<file path="config.mk">
export PLATFORM = sky130hd
export DESIGN_NAME = hspi_slave_rx_flat
export DESIGN_NICKNAME = d
export VERILOG_FILES = /design/src/rtl/hspi_slave_rx_if.sv /design/src/rtl/hspi_slave_rx.sv /design/src/flat_wrapper.sv
export SDC_FILE = /design/constraint.sdc
export NUM_CORES = 1
export LEC_CHECK = 0
export CAP_MARGIN = 15
export CORE_MARGIN = 2
export CORE_UTILIZATION = 59
export CTS_CLUSTER_SIZE = 28
export DETAILED_ROUTE_END_ITERATION = 10
export DONT_BUFFER_PORTS = 1
export PLACE_DENSITY = 0.8
export REMOVE_ABC_BUFFERS = 1
export SYNTH_ARGS = -nofsm -noshare
export SYNTH_HDL_FRONTEND = slang
export SYNTH_SLANG_ARGS = --single-unit
export TNS_END_PERCENT = 1
</file>
<file path="constraint.sdc">
create_clock -name htclk -period 5.5 [get_ports htclk]
set_input_delay 0.55 -clock htclk [delete_from_list [all_inputs] [get_ports htclk]]
set_output_delay 0.55 -clock htclk [all_outputs]
set_load 0.1 [all_outputs]
</file>
<file path="src/rtl/hspi_slave_rx_if.sv">
// ---------------------------------------------------------------------------
// hspi_slave_rx_if
// Purpose : HSPI pin bundle between an HSPI master and the receive endpoint.
// Signals : htreq  master transfer request
//           htrdy  slave ready
//           htvld  hd valid, held high for the whole frame
//           hd     frame byte
// Modports: master (drives htreq/htvld/hd), slave (drives htrdy)
// ---------------------------------------------------------------------------
interface hspi_slave_rx_if;
    logic       htreq;
    logic       htrdy;
    logic       htvld;
    logic [7:0] hd;

    modport master (output htreq, output htvld, output hd, input htrdy);
    modport slave  (input htreq, input htvld, input hd, output htrdy);
endinterface

</file>
<file path="src/rtl/hspi_slave_rx.sv">
// ---------------------------------------------------------------------------
// hspi_slave_rx
// Purpose : Receive-side HSPI endpoint. Accepts a frame of 4 header bytes,
//           N payload bytes and a 2-byte USB-style CRC16, streams the payload
//           and reports header fields, byte count and CRC/length status.
// Ports   : htclk       sole clock (posedge)
//           rst_n       asynchronous active-low reset
//           rx_en       application allows new frames
//           hs          HSPI pins (slave modport: htreq, htrdy, htvld, hd)
//           rx_valid    payload byte strobe, rx_data payload byte
//           rx_sof      first payload byte of a frame
//           frame_done  one-cycle end-of-frame pulse
//           rx_len      payload byte count, rx_usdf/rx_seq header fields
//           crc_ok      CRC matched, len_err length fault, seq_err seq fault
// Option  : HSPI_SLAVE_SEQ_CHECK_EN enables the sequence-number check;
//           without it seq_err is tied low.
// ---------------------------------------------------------------------------
module hspi_slave_rx #(
    parameter int MAX_LEN = 4095,
    parameter int TIMEOUT = 1024
) (
    input  logic           htclk,
    input  logic           rst_n,
    input  logic           rx_en,
    hspi_slave_rx_if.slave hs,
    output logic           rx_valid,
    output logic [7:0]     rx_data,
    output logic           rx_sof,
    output logic           frame_done,
    output logic [11:0]    rx_len,
    output logic [25:0]    rx_usdf,
    output logic [3:0]     rx_seq,
    output logic           crc_ok,
    output logic           len_err,
    output logic           seq_err
);

    localparam int          TW      = $clog2(TIMEOUT + 1);
    // Stream index whose arrival proves the payload is longer than MAX_LEN
    localparam logic [12:0] OVF_IDX = 13'(MAX_LEN + 6);

    typedef enum logic [1:0] {IDLE, ARMED, RECV, DONE} state_t;

    // Non-reflected register form: bits enter LSB-first, MSB feeds back x^16+x^15+x^2+1
    function automatic logic [15:0] crcByte(input logic [15:0] r, input logic [7:0] b);
        logic [15:0] c;
        c = r;
        for (int i = 0; i < 8; i++) begin
            c = (c[15] ^ b[i]) ? ({c[14:0], 1'b0} ^ 16'h8005) : {c[14:0], 1'b0};
        end
        return c;
    endfunction

    function automatic logic [7:0] bitRev8(input logic [7:0] b);
        logic [7:0] r;
        for (int i = 0; i < 8; i++) r[i] = b[7 - i];
        return r;
    endfunction

    state_t        state_q, state_d;
    logic          htrdy_q, htrdy_d;
    logic [TW-1:0] timer_q;
    logic [12:0]   cnt_q;
    logic          ovf_q;
    logic [15:0]   crc_q, crc_d;
    logic [7:0]    dl0_q, dl1_q;
    logic [25:0]   usdfAcc_q;
    logic [3:0]    seqAcc_q;
    logic [1:0]    lsbAcc_q;
    logic          popValid_q, popSof_q;
    logic [7:0]    popData_q;
    logic          rxValid_q, rxSof_q, frameDone_q, crcOk_q, lenErr_q;
    logic [7:0]    rxData_q;
    logic [11:0]   rxLen_q;
    logic [25:0]   rxUsdf_q;
    logic [3:0]    rxSeq_q;

    logic          take, endNow, isHdr, ovfNow, popNow, crcOk_d, lenErr_d;
    logic [11:0]   len_d;

    // Handshake FSM: arm on request, receive while htvld, one DONE cycle
    always_comb begin
        state_d = state_q;
        htrdy_d = htrdy_q;
        case (state_q)
            IDLE: begin
                if (hs.htreq && rx_en && !hs.htvld) begin
                    state_d = ARMED;
                    htrdy_d = 1'b1;
                end
            end
            ARMED: begin
                if (hs.htvld) begin
                    state_d = RECV;
                end else if (!hs.htreq || (timer_q == TW'(TIMEOUT - 1))) begin
                    state_d = IDLE;
                    htrdy_d = 1'b0;
                end
            end
            RECV: begin
                if (!hs.htvld) begin
                    state_d = DONE;
                    htrdy_d = 1'b0;
                end
            end
            default: state_d = IDLE;
        endcase
    end

    always_ff @(posedge htclk or negedge rst_n) begin
        if (!rst_n) begin
            state_q <= IDLE;
            htrdy_q <= 1'b0;
        end else begin
            state_q <= state_d;
            htrdy_q <= htrdy_d;
        end
    end

    // Datapath decisions. Header bytes go straight into the CRC; payload and
    // CRC bytes pass through a 2-deep delay line so the trailing CRC pair is
    // still held there when htvld falls and is never emitted.
    always_comb begin
        take     = hs.htvld && ((state_q == ARMED) || (state_q == RECV));
        endNow   = (state_q == RECV) && !hs.htvld;
        isHdr    = take && (cnt_q < 13'd4);
        ovfNow   = take && !ovf_q && (cnt_q == OVF_IDX);
        popNow   = take && !ovf_q && (cnt_q >= 13'd6) && !ovfNow;
        crc_d    = crc_q;
        if (isHdr) begin
            crc_d = crcByte(crc_q, hs.hd);
        end else if (popNow) begin
            crc_d = crcByte(crc_q, dl1_q);
        end
        len_d    = 12'(cnt_q - 13'd6);
        lenErr_d = (cnt_q < 13'd6) || ovf_q || (len_d[1:0] != lsbAcc_q);
        crcOk_d  = !ovf_q && (cnt_q >= 13'd6)
                   && (dl1_q == bitRev8(~crc_q[15:8]))
                   && (dl0_q == bitRev8(~crc_q[7:0]));
    end

    always_ff @(posedge htclk or negedge rst_n) begin
        if (!rst_n) begin
            timer_q     <= '0;
            cnt_q       <= '0;
            ovf_q       <= 1'b0;
            crc_q       <= 16'hFFFF;
            dl0_q       <= '0;
            dl1_q       <= '0;
            usdfAcc_q   <= '0;
            seqAcc_q    <= '0;
            lsbAcc_q    <= '0;
            popValid_q  <= 1'b0;
            popSof_q    <= 1'b0;
            popData_q   <= '0;
            rxValid_q   <= 1'b0;
            rxSof_q     <= 1'b0;
            rxData_q    <= '0;
            frameDone_q <= 1'b0;
            rxLen_q     <= '0;
            rxUsdf_q    <= '0;
            rxSeq_q     <= '0;
            crcOk_q     <= 1'b0;
            lenErr_q    <= 1'b0;
        end else begin
            timer_q <= (state_q == ARMED) ? timer_q + TW'(1) : '0;
            if (state_q == IDLE) begin
                cnt_q <= '0;
                ovf_q <= 1'b0;
                crc_q <= 16'hFFFF;
            end else begin
                crc_q <= crc_d;
                if (take && !ovf_q && !ovfNow) cnt_q <= cnt_q + 13'd1;
                if (ovfNow) ovf_q <= 1'b1;
            end
            if (isHdr) begin
                case (cnt_q[1:0])
                    2'd0: usdfAcc_q[7:0]   <= hs.hd;
                    2'd1: usdfAcc_q[15:8]  <= hs.hd;
                    2'd2: usdfAcc_q[23:16] <= hs.hd;
                    default: begin
                        usdfAcc_q[25:24] <= hs.hd[1:0];
                        seqAcc_q         <= hs.hd[5:2];
                        lsbAcc_q         <= hs.hd[7:6];
                    end
                endcase
            end
            if (take && !ovf_q && !ovfNow && (cnt_q >= 13'd4)) begin
                dl1_q <= dl0_q;
                dl0_q <= hs.hd;
            end
            // Extra output stage gives the 3-cycle hd-to-rx_data latency
            popValid_q <= popNow;
            popSof_q   <= popNow && (cnt_q == 13'd6);
            if (popNow) popData_q <= dl1_q;
            rxValid_q  <= popValid_q;
            rxSof_q    <= popSof_q;
            if (popValid_q) rxData_q <= popData_q;
            frameDone_q <= endNow;
            if (endNow) begin
                rxLen_q  <= len_d;
                rxUsdf_q <= usdfAcc_q;
                rxSeq_q  <= seqAcc_q;
                crcOk_q  <= crcOk_d;
                lenErr_q <= lenErr_d;
            end
        end
    end

`ifdef HSPI_SLAVE_SEQ_CHECK_EN
    logic [3:0] expSeq_q;
    logic       seqErr_q;

    // Only frames with a good CRC are trusted to advance the expected number
    always_ff @(posedge htclk or negedge rst_n) begin
        if (!rst_n) begin
            expSeq_q <= '0;
            seqErr_q <= 1'b0;
        end else if (endNow) begin
            if (crcOk_d) begin
                seqErr_q <= (seqAcc_q != expSeq_q);
                expSeq_q <= seqAcc_q + 4'd1;
            end else begin
                seqErr_q <= 1'b0;
            end
        end
    end

    assign seq_err = seqErr_q;
`else
    assign seq_err = 1'b0;
`endif

    assign hs.htrdy   = htrdy_q;
    assign rx_valid   = rxValid_q;
    assign rx_data    = rxData_q;
    assign rx_sof     = rxSof_q;
    assign frame_done = frameDone_q;
    assign rx_len     = rxLen_q;
    assign rx_usdf    = rxUsdf_q;
    assign rx_seq     = rxSeq_q;
    assign crc_ok     = crcOk_q;
    assign len_err    = lenErr_q;

endmodule

</file>
<file path="src/flat_wrapper.sv">
// flat-port wrapper written by rule: the top's interface ports become plain ports
module hspi_slave_rx_flat 
#(
    parameter int MAX_LEN = 4095,
    parameter int TIMEOUT = 1024
)
  (htclk, rst_n, rx_en, rx_valid, rx_data, rx_sof, frame_done, rx_len, rx_usdf, rx_seq, crc_ok, len_err, seq_err, hs_htreq, hs_htvld, hs_hd, hs_htrdy);
  hspi_slave_rx_if hs_i ();
  input  logic htclk;
  input  logic rst_n;
  input  logic rx_en;
  output logic rx_valid;
  output logic [7:0] rx_data;
  output logic rx_sof;
  output logic frame_done;
  output logic [11:0] rx_len;
  output logic [25:0] rx_usdf;
  output logic [3:0] rx_seq;
  output logic crc_ok;
  output logic len_err;
  output logic seq_err;
  input wire logic [$bits(hs_i.htreq)-1:0] hs_htreq;
  input wire logic [$bits(hs_i.htvld)-1:0] hs_htvld;
  input wire logic [$bits(hs_i.hd)-1:0] hs_hd;
  output wire logic [$bits(hs_i.htrdy)-1:0] hs_htrdy;
  assign hs_i.htreq = hs_htreq;
  assign hs_i.htvld = hs_htvld;
  assign hs_i.hd = hs_hd;
  assign hs_htrdy = hs_i.htrdy;
  hspi_slave_rx #(.MAX_LEN(MAX_LEN), .TIMEOUT(TIMEOUT)) u_core (.htclk(htclk), .rst_n(rst_n), .rx_en(rx_en), .hs(hs_i), .rx_valid(rx_valid), .rx_data(rx_data), .rx_sof(rx_sof), .frame_done(frame_done), .rx_len(rx_len), .rx_usdf(rx_usdf), .rx_seq(rx_seq), .crc_ok(crc_ok), .len_err(len_err), .seq_err(seq_err));
endmodule
</file>
==> Word level (Yosys, flattened, before mapping) <==
Cells that the tools add are included.
Widths: inputs -> output; s select.
{ "word_totals": {"ff_bits": 157, "in_bits": 13, "word_cells": 152} }
{ "op_classes": {"addsub": 3, "order_cmp": 4, "n_eq_ne": 15, "muxes": 34, "n_bitwise": 34, "n_reduce_logical": 36} }
{ "ops": {"columns": ["cell", "count"], "rows": [
  ["$mux 16", 19],
  ["$not 3->3", 15],
  ["$ge 13x3->1 const B", 2],
  ["$lt 13x3->1 const B", 2],
  ["$mux 13", 2],
  ["$eq 8x8->1", 2],
  ["$not 8->8", 2],
  ["$xor 1x1->1", 16],
  ["$logic_and 1x1->1", 15],
  ["$add 13x1->13 const B", 1],
  ["$eq 13x13->1 const B", 1],
  ["$eq 13x3->1 const B", 1],
  ["$sub 12x3->12 const B", 1],
  ["$add 11x1->11 const B", 1],
  ["$eq 11x10->1 const B", 1],
  ["$mux 11", 1],
  ["$mux 2", 4],
  ["$reduce_and 2->1", 4],
  ["$mux 1", 6],
  ["$pmux 2 s3", 1],
  ["$reduce_bool 3->1", 2],
  ["$reduce_and 5->1", 1],
  ["$eq 2x1->1 const B", 2],
  ["$eq 2x2->1 const B", 2],
  ["other kinds (12)", 22]
]} }

==> Longest topological paths before layout <==
{ "logic_depth": {"word_depth": 19, "mapped_depth": 11} }

==> Worst setup path before layout <==
OpenSTA, ideal clock, no wires.
{ "synth_timing": {"kind": "register -> register", "start": "register u_core.cnt_q[6]", "end": "register u_core.crc_q[15]", "setup_ns": 0.068, "arrival_time_ns": 2.390, "slack_ns": 3.042, "stages_incl_launch_ff": 10, "path_buffers": 2, "synth_period_minus_slack_ns": 2.458, "cell_sequence": "dfrtp_1 buf_6 or3_4 or2_1 or3_4 nor3_2 buf_6 mux2i_1 xor3_1 a21oi_2"} }
{ "synth_via": {"elab_chain_len": 5, "elab_cells_between_ends": 11, "cone_classes": "order compare: 2; eq/ne: 1; mux: 2; reduce/logical: 6"} }
{ "synth_rtl": {"columns": ["element", "line", "rtl"], "rows": [
  ["from (decl)", "hspi_slave_rx.sv:63", "logic [12:0] cnt_q;"],
  ["from (signal assigned)", "hspi_slave_rx.sv:173", "if (take && !ovf_q && !ovfNow) cnt_q <= cnt_q + 13'd1;"],
  ["parallel branches: the longest is 5 deep, another holds $lt 13x3->1", null, null],
  ["to (signal assigned)", "hspi_slave_rx.sv:172", "crc_q <= crc_d;"],
  ["to (decl)", "hspi_slave_rx.sv:65", "logic [15:0] crc_q, crc_d;"]
]} }
Several ways; the timed one is not identified.
A chain may end at the register's enable or synchronous reset.

==> Worst setup path after layout <==
Same ends and word-level chain as after synthesis.

==> parameters.txt <==
Parameter                              Value

Critical path
  Number of cells on the worst reg-to-reg path ... 8
  Crit Reg-Reg Startpoint ... u_core.cnt_q[6]$_DFFE_PN0P_
  Critical Path End Type ... flip-flop
  Worst Path Max Fanout ... 11
  Type of origin of the critical path ... flip-flop
  Destination of the worst register-to-register timing path ... u_core.crc_q[15]$_DFFE_PN1P_
  Type of the worst setup path ... flip-flop to flip-flop
  Slack of the worst reg-to-reg path ... 2.04 ns
  Worst EP arrival ... 3.81 ns
  WP data required ... 5.86 ns

Timing
  Peak clock frequency supported by timing ... 289.2 MHz
  Final hold vios ... 0
  Worst Max-Slew Pin Slew ... 0.9954 ns
  Worst-case clock skew ... 0.007034 ns
  Max Slew Vio Count ... 0
  Setup violation total in the final timing report ... 0
  Final critical path time including I/O delays and setup ... 3.457 ns
  Final TNS setup ... 0 ns
  Minimum hold slack ... 0.06830 ns
  Unrepaired setup endpoints after global routing ... no
  Worst slew margin relative to its limit ... 0.3323
  Share of the clock period used by the worst path after layout ... 0.6286
  Final setup margin ... 2.043 ns

Power and ir drop
  Switching part of the total power ... 0.4548
  Portion of total power attributed to the clock network ... 0.215
  Combinational cell fraction of total power ... 0.271
  Power density over cell area ... 663.3 nW/um^2
  Total power of the final layout ... 5.248 mW
  Largest vdd supply drop ... 0.3317 mV
  Proportion of power drawn by flip-flops and latches ... 0.515
  Reported net switching power ... 2.387 mW
  Leakage ... 3.749 nW
  Internal Pwr Total ... 2.861 mW

CTS
  Number of H-tree levels ... 4
  TritonCTS clock tree ... done
  Number of clock sinks ... 157
  Hold Buf Count CTS ... 1
  Clock-pin transition on the worst setup and hold timing paths ... 0.06 ns
  Clock insertion delay at the later pin of the skew report ... 0.43 ns
  Post-CTS setup-driven buffer insertion count ... 0
  Maximum clock path buffer count ... 2
  PostCTS Resize Cnt ... 0
  TritonCTS Buffers ... 17
  Clock tree root buffer cell ... clkbuf_16

Synthesis
  Dominant combinational cell family by area after synthesis ... simple AND/OR/NAND/NOR gates
  Average instance area after synthesis ... 11.26 um^2
  Synth Instances ... 647
  Area fraction in and, or, nand and nor cells after synthesis ... 0.1333
  Post-Syn Area ... 7286 um^2
  Xor/xnor cell area share of the yosys netlist ... 0.1056
  Library cells used by synthesis ... 51
  Dominant cells by area after synthesis ... dfrtp_1, mux2_2, xnor2_1, nand2_1, dfstp_2
  Mux contribution to synthesized area ... 0.1127
  Sequential share of the synthesized area ... 0.5420
  Share of the synthesized area in the top cell type ... 0.4843
  Cell taking the most area after synthesis ... dfrtp_1
  Share of flip-flops with an asynchronous set or reset after synthesis ... 1.000
  Number of enable-type register cells in the synthesized netlist ... 0
  Share of the synthesized area in compound gates (AO/OA/AOI/OAI) ... 0.05890
  Ys flop type ... dfrtp_1
  Yosys reg bits ... 157
  Yosys Warn Count ... 0
  Arithmetic-cell share of the synthesized area counting full adders, half adders and majority gates ... 0.01889

Layout
  Share of final-layout standard cells stronger than drive strength 1 ... 0.1991
  Net count, final ... 660
  Non-Filler Cell Area, Final ... 7913 um^2
  Final std cells w/o fill ... 795
  Post-layout util ... 0.6588
  Layout Area Growth over Synthesis ... 8.604%
  Antenna diode count ... 0

Floorplanning
  Vertical die dimension ... 115.1 um
  Initial cell density of the core ... 0.6066
  Die boundary width ... 115.1 um
  I/O Pins ... 70
  Die area ... 13,250 um^2
  FP Rows ... 40
  Core Area ... 12,010 um^2

Routing
  Mean number of vias per cell ... 5.693
  Count of nets left with antenna violations after detail routing ... 0
  Initial DRC Count ... 327
  Number of search-and-repair iterations in the first detailed-routing pass ... 5
  WL per Instance ... 17.71 um
  Drt drc ... 0
  Wire length after detailed routing ... 14,080 um
  Vias post-DR ... 4,526

Global routing
  GRT Util Overall ... 0.2314
  Grt ovf ... 0
  Via count of the first global-routing pass ... 4,633
  First-pass GRT wire length ... 23,480 um
  Initial antenna violation count ... 0
  Largest net degree at the start of global routing ... 158

Placement
  Placed Instances ... 763
  Place WS ... 2.064 ns
  Count of input and output buffers ... 0
  HPWL after detailed placement ... 9287 um
  Cell area after placement ... 7320 um^2
  GPL Wtd Cong ... 0.8692

Outcome
  Run status ... finished clean

Min path
  Worst min-delay path class ... primary input to async pin

Flow run
  Reported max-cap violation count ... 0
[critical path, cell delays in order (launching register included)]
cell	delay, ns
dfrtp_1	0.47
or3_4	0.45
or2_1	0.24
or3_4	0.37
nor3_2	0.75
buf_4	0.33
mux2i_1	0.33
xor3_1	0.29
a21oi_2	0.14
[Yosys cell counts, types with 2 or more instances]
cell type    n
a211o_1      5
a211oi_1     4
a21boi_0     4
a21oi_1     13
a21oi_2      5
a31oi_1      5
and2_1       7
and3_1       6
buf_1        2
buf_2        5
buf_6        4
clkbuf_1    22
dfrtp_1    141
dfstp_2     16
ha_1        11
inv_1        5
mux2_2      55
mux2_4       8
mux2i_1      7
nand2_1    124
nand2_2      3
nand3_1      6
nand4_1      2
nor2_1      40
nor3_1       3
nor3_2       2
nor4_1       6
o21ai_0     20
o31ai_1      3
or3_1       12
or3_4        2
xnor2_1     59
xnor3_1      2
xor2_1      21
[power by group through the flow]
stage,Combinational [mW],Clock (mW),Sequential [mW]
final,1.42,1.13,2.70
after global placement,1.33,0,2.70
after detailed placement,1.39,0,2.72
after floorplan,1.15,0,2.64
after global routing,1.57,1.19,2.74
after CTS,1.43,1.15,2.70
[final cells by class]
class,count,area (um^2)
clock buffer,20,446.7
clock inverter,11,118.9
fill,895,4099
inverter,6,22.52
multi-input combinational,449,3134
sequential,157,3949
tap,147,183.9
timing repair buffer,5,57.56
[per-layer routing]
layer	global-route usage	vias up	wire length (um)
met4	0.09237	0	260
li1	-	2134	-
met2	0.3804	91	7107
met1	0.2903	2282	6139
met5	0	-	0
met3	0.06747	19	572
[worst max-delay path by stage]
stage                                start                           end  slack [ns]  cells past startpoint
6_report       u_core.cnt_q[6]$_DFFE_PN0P_  u_core.crc_q[15]$_DFFE_PN1P_        2.04                      8
5_1_grt        u_core.cnt_q[6]$_DFFE_PN0P_  u_core.crc_q[15]$_DFFE_PN1P_        1.87                      8
4_1_cts        u_core.cnt_q[6]$_DFFE_PN0P_  u_core.crc_q[15]$_DFFE_PN1P_        2.05                      8
3_5_place_dp   u_core.cnt_q[6]$_DFFE_PN0P_  u_core.crc_q[15]$_DFFE_PN1P_        2.06                      8
3_3_place_gp   u_core.cnt_q[6]$_DFFE_PN0P_  u_core.crc_q[15]$_DFFE_PN1P_        2.24                      8
2_1_floorplan  u_core.cnt_q[6]$_DFFE_PN0P_   u_core.crc_q[0]$_DFFE_PN1P_        2.19                      7
[cells in the final DEF (no fill, tap or decap), types with 8 or more instances in the layout]
| master | netlist | final |
|---|---|---|
| xor2_1 | 21 | 21 |
| nor2_1 | 40 | 40 |
| dfrtp_1 | 141 | 141 |
| ha_1 | 11 | 11 |
| xnor2_1 | 59 | 59 |
| o21ai_0 | 20 | 20 |
| a21oi_1 | 13 | 13 |
| mux2_2 | 55 | 55 |
| or3_1 | 12 | 12 |
| mux2_4 | 8 | 8 |
| nand2_1 | 124 | 123 |
| clkbuf_16 | 0 | 17 |
| dfstp_2 | 16 | 16 |
[cells by family (layout without fill, tap and decap cells)]
family | after synthesis | in the layout
AOI/OAI and AO/OA | 66 | 66
DFF | 157 | 157
xor gates and xnor gates | 83 | 83
other | 1 | 1
buffers and inverters | 41 | 42
and+or+nand+nor | 217 | 217
muxes | 71 | 71
adders and majority gates | 11 | 11
[flip-flops by register name (all words and copies together), names as in the netlist, 2 cells and up]
name / cells
u_core.cnt_q: 13
u_core.crc_q: 16
u_core.dl0_q: 8
u_core.dl1_q: 8
u_core.lsbAcc_q: 2
u_core.popData_q: 8
u_core.rx_data: 8
u_core.rx_len: 12
u_core.rx_seq: 4
u_core.rx_usdf: 26
u_core.seqAcc_q: 4
u_core.state_q: 2
u_core.timer_q: 11
u_core.usdfAcc_q: 26
Note: power is estimated with default switching activity, not from simulation.
